$ cat src/rtl/serial_adder.sv
// Bit-serial, LSB-first WIDTH-bit adder with a start/busy/done handshake.
// Each bit is formed by two half adders and a registered carry.

module half_adder (
    input  logic a,
    input  logic b,
    output logic s,
    output logic c
);

    assign s = a ^ b;
    assign c = a & b;

endmodule

module serial_adder #(
    parameter int WIDTH = 8
) (
    input  logic             clk,
    input  logic             rst_n,
    input  logic             start,
    input  logic [WIDTH-1:0] a,
    input  logic [WIDTH-1:0] b,
    output logic             busy,
    output logic             done,
    output logic [WIDTH-1:0] sum,
    output logic             cout
);

    localparam int CW = $clog2(WIDTH);
    localparam logic [CW-1:0] CNT_ONE  = CW'(1);
    localparam logic [CW-1:0] CNT_LAST = CW'(WIDTH - 1);

    typedef enum logic [1:0] {
        ST_IDLE = 2'd0,
        ST_ADD  = 2'd1,
        ST_DONE = 2'd2
    } state_t;

    state_t           state_r;
    logic [WIDTH-1:0] a_sr_r;
    logic [WIDTH-1:0] b_sr_r;
    logic [WIDTH-1:0] partial_r;
    logic             carry_r;
    logic [CW-1:0]    count_r;
    logic             busy_r;
    logic             done_r;
    logic [WIDTH-1:0] sum_r;
    logic             cout_r;

    logic s0_s;
    logic c0_s;
    logic s1_s;
    logic c1_s;
    logic carry_nxt_s;

    half_adder u_ha0 (
        .a (a_sr_r[0]),
        .b (b_sr_r[0]),
        .s (s0_s),
        .c (c0_s)
    );

    half_adder u_ha1 (
        .a (s0_s),
        .b (carry_r),
        .s (s1_s),
        .c (c1_s)
    );

    assign carry_nxt_s = c0_s | c1_s;

    assign busy = busy_r;
    assign done = done_r;
    assign sum  = sum_r;
    assign cout = cout_r;

    // Control FSM, operand/partial shift registers and result registers.
    always_ff @(posedge clk or negedge rst_n) begin
        if (!rst_n) begin
            state_r   <= ST_IDLE;
            a_sr_r    <= {WIDTH{1'b0}};
            b_sr_r    <= {WIDTH{1'b0}};
            partial_r <= {WIDTH{1'b0}};
            carry_r   <= 1'b0;
            count_r   <= {CW{1'b0}};
            busy_r    <= 1'b0;
            done_r    <= 1'b0;
            sum_r     <= {WIDTH{1'b0}};
            cout_r    <= 1'b0;
        end else begin
            case (state_r)
                ST_IDLE: begin
                    done_r <= 1'b0;
                    if (start) begin
                        a_sr_r    <= a;
                        b_sr_r    <= b;
                        partial_r <= {WIDTH{1'b0}};
                        carry_r   <= 1'b0;
                        count_r   <= {CW{1'b0}};
                        busy_r    <= 1'b1;
                        state_r   <= ST_ADD;
                    end else begin
                        busy_r  <= 1'b0;
                        state_r <= ST_IDLE;
                    end
                end
                ST_ADD: begin
                    a_sr_r    <= {1'b0, a_sr_r[WIDTH-1:1]};
                    b_sr_r    <= {1'b0, b_sr_r[WIDTH-1:1]};
                    partial_r <= {s1_s, partial_r[WIDTH-1:1]};
                    carry_r   <= carry_nxt_s;
                    count_r   <= count_r + CNT_ONE;
                    busy_r    <= 1'b1;
                    if (count_r == CNT_LAST) begin
                        // Final bit: the shifted partial plus this bit is the full sum.
                        sum_r   <= {s1_s, partial_r[WIDTH-1:1]};
                        cout_r  <= carry_nxt_s;
                        done_r  <= 1'b1;
                        state_r <= ST_DONE;
                    end else begin
                        done_r  <= 1'b0;
                        state_r <= ST_ADD;
                    end
                end
                ST_DONE: begin
                    done_r  <= 1'b0;
                    busy_r  <= 1'b0;
                    state_r <= ST_IDLE;
                end
                default: begin
                    done_r  <= 1'b0;
                    busy_r  <= 1'b0;
                    state_r <= ST_IDLE;
                end
            endcase
        end
    end

endmodule

$ cat config.mk
export PLATFORM = sky130hd
export DESIGN_NAME = serial_adder
export DESIGN_NICKNAME = d
export VERILOG_FILES = /design/src/rtl/serial_adder.sv
export SDC_FILE = /design/constraint.sdc
export NUM_CORES = 1
export LEC_CHECK = 0
export ABC_AREA = 1
export BUFFER_PORTS_ARGS = -buffer_cell sky130_fd_sc_hd__buf_2
export CAP_MARGIN = 20
export CORE_UTILIZATION = 30
export CTS_CLUSTER_DIAMETER = 80
export DETAILED_ROUTE_END_ITERATION = 7
export HOLD_SLACK_MARGIN = 0.15
export PLACE_DENSITY = 0.48
export SKIP_CTS_REPAIR_TIMING = 1
export SLEW_MARGIN = 20
export SYNTH_ARGS = -nofsm -noshare
export SYNTH_HDL_FRONTEND = slang
export SYNTH_SLANG_ARGS = --single-unit
$ cat constraint.sdc
create_clock -name clk -period 1.51 [get_ports clk]
set_input_delay 0.151 -clock clk [delete_from_list [all_inputs] [get_ports clk]]
set_output_delay 0.151 -clock clk [all_outputs]
set_load 0.03 [all_outputs]
==> metrics.csv <==
stage,metric,value,unit
synthesis,mapped cell area,1830,um2
sta,Slew headroom,72.5,%
synthesis,synth warn,0,
sta,Setup Skew,0.00658,ns
die,Initial Util,31.0,%
clocking,insertion delay to the later sink of the worst-skew pair,0.29,ns
synthesis,Post-synth ARST share,100,%
sta,fin crit period,1.39,ns
die,Die W,80.0,um
critical_path,worst path cell trace,"ha_1, ha_1, nand3_4, inv_1, nand2_1, nand2_1",
layout,layout cell share with drive strength beyond 1,28.2,%
detailed_routing,drt via density,4.46,
sta,f_max,0.720,GHz
critical_path,Setup crit start kind,register,
die,# IOs,30,
critical_path,critical path's largest stage delay,0.41,ns
synthesis,top_reg_cell synth,dfrtp_1,
synthesis,Syn Nets,223,
sta,final period utilization,92.0,%
synthesis,"Seq/Total Area, Yosys",53.4,%
clocking,root buffer cell,clkbuf_8,
placed_design,setup slack at placement,0.111,ns
detailed_routing,drt wl/cell,11.6,um
placed_design,dpl cell area,2050,um2
layout,layout filler cell count,626,
detailed_routing,final WL,3.63,mm
sta,setup ws final,0.121,ns
detailed_routing,Residual DRC,0,
job,max cap viols,0,
layout,non-filler cells in the finished layout,313,
pwr,leakage,0.00116,uW
sta,Final Hold Vio Count,0,
critical_path,Crit Path Max Fanout,18,
sta,RSZ-0062 raised after global routing,false,
detailed_routing,DR vias,1395,
synthesis,cell taking the most area after synthesis,dfrtp_1,
clocking,CTS tree,done,
critical_path,required time of the critical path,1.69,ns
min_path,hold crit path type,input pin to register,
placed_design,IO buf count,29,
synthesis,Synth Instances,201,
critical_path,Worst path top cell family by delay,adder cells,
synthesis,"Avg Cell Area, Syn",9.09,um2
synthesis,"count leader, synth",nand2_1,
sta,Final Max Slew Viols,0,
die,Die Y,80.0,um
global_route,first-pass GRT wire length,6.37,mm
layout,n_diodes,0,
detailed_routing,post-route ant nets,0,
global_route,vias in the first global route,1421,
global_route,initial antenna violation count,0,
synthesis,distinct cell type count of the synthesized netlist,15,
global_route,largest net degree at the start of global routing,39,
placed_design,dpl hpwl,2.38,mm
clocking,Sink Count,39,
detailed_routing,TritonRoute pass-1 iters,4,
synthesis,Synth area leaders,"dfrtp_1 (53%), nand2_1 (20%), o21ai_2 (8.6%)",
die,Site Rows,28,
clocking,CTS buffer count,5,
clocking,Clock Pin Slew Worst Setup and Hold Paths,0.08,ns
critical_path,critical path arrival,1.57,ns
synthesis,Synth top area share,53.4,%
placed_design,placed cell count,302,
pwr,VDD IR-drop max,0.000580,V
outcome,outcome,completed,
clocking,CTS H-tree depth,2,
placed_design,Routability Congestion,0.735,
critical_path,crit path buf inv count,1,
critical_path,crit path kind,register to register,
layout,Nets,259,
global_route,Congestion Overflow GR,0,
global_route,Global Route Usage Sum,13.1,%
detailed_routing,first-iteration detailed-routing DRC count,103,
synthesis,#FFs+latches synth,39,
die,Die ar.,6410,um2
critical_path,Worst path slowest cell,dfrtp_1,
pwr,PD cells,2110,nW/um2
sta,Slew @ Worst Pin,0.411,ns
sta,TNS Setup,0,ns
sta,setup violators final,0,
clocking,Max Buffers Root-to-Sink,2,
layout,P&R area growth vs syn,20.1,%
layout,design area,2190,um2
die,Core Area,5890,um2
synthesis,"top cells by count, synth","nand2_1 (98), dfrtp_1 (39), nand3_1 (18), o21ai_2 (18), inv_1 (9)",
synthesis,Post-synth EDFFs,0,
critical_path,Worst Setup End Kind,register,
==> worst min-delay path, cell delays in order <==
cell	delay, ns
buf_2	0.07
nand2_1	0.04
nand2_1	0.04
nand2_1	0.04
nand2_1	0.05
==> kinds of logic after synthesis <==
group                      Yosys count  share of synthesized area (%)
and+or+nand+nor                    120                           27.2
DFF                                 39                           53.4
buffers and inverters               20                           7.40
AOI/OAI and AO/OA                   19                           9.52
adders and majority gates            3                           2.47
==> per-layer routing <==
metal / up-vias / share of wire (%) / track usage (%)
met4: 0 / 1.5 / 4.29
li1: 703 / - / -
met5: - / 0 / 0
met2: 16 / 47 / 22.4
met3: 5 / 2.9 / 3.43
met1: 671 / 48 / 16.0
==> cells in the final DEF (no fill, tap or decap) <==
| master | n |
|---|---|
| nor2_1 | 1 |
| fa_1 | 1 |
| nand3_4 | 1 |
| bufinv_16 | 1 |
| nand2_1 | 98 |
| nand2_4 | 1 |
| dlygate4sd3_1 | 3 |
| buf_12 | 2 |
| nand3_1 | 18 |
| ha_1 | 2 |
| clkbuf_8 | 6 |
| dfrtp_1 | 39 |
| buf_2 | 29 |
| o21ai_2 | 18 |
| inv_1 | 9 |
| clkinv_2 | 1 |
| buf_4 | 4 |
| nand2_2 | 1 |
| inv_4 | 2 |
| o21ai_4 | 1 |
==> report_power, final <==
part           leakage (uW)  switching (uW)  internal [uW]
combinational      0.000607            1260            702
sequential         0.000494             258           1500
clock             0.0000612             373            535
total               0.00116            1890           2740
==> final cells by class <==
| cell class | count | area [um2] | share of cell area (%) |
|---|---|---|---|
| Clock inverter | 2 | 35.0 | 1.60 |
| Timing Repair Buffer | 38 | 245 | 11.2 |
| Multi-Input combinational cell | 142 | 716 | 32.6 |
| Clock buffer | 6 | 82.6 | 3.76 |
| Inverter | 11 | 46.3 | 2.11 |
| Tap cell | 75 | 93.8 | 4.28 |
| Sequential cell | 39 | 976 | 44.5 |
==> sequential cells by signal, indices dropped and copies added, names as in the netlist <==
register,cells
a_sr_r,8
b_sr_r,8
sum,8
partial_r,7
count_r,3
busy,1
carry_r,1
cout,1
done,1
state_r,1
==> worst paths after layout <==
| kind | startpoint | endpoint | slack (ns) | cells after the start |
|---|---|---|---|---|
| max | count_r[0] | sum[0] | 0.12 | 6 |
| min | b[4] | b_sr_r[4] | 0.14 | 5 |
| max reg2reg | count_r[0] | sum[0] | 0.12 | 6 |
| min reg2reg | a_sr_r[7] | a_sr_r[7] | 0.48 | 2 |
| max in group asynchronous | rst_n | sum[1] | 0.95 | 3 |
| min in group asynchronous | rst_n | busy | 0.17 | 2 |
==> stage by stage <==
step | hold WS (ns) | total power (uW) | utilization [%]
CTS | -0.369 | 4720 | 36.8
detailed placement | -0.0497 | 3790 | 34.8
floorplan | -0.145 | 3340 | -
global route | 0.152 | 5070 | 37.3
finish | 0.137 | 4630 | 37.3
global placement | -0.0502 | 3770 | 34.8
Note: power is estimated with default switching activity, not from simulation.
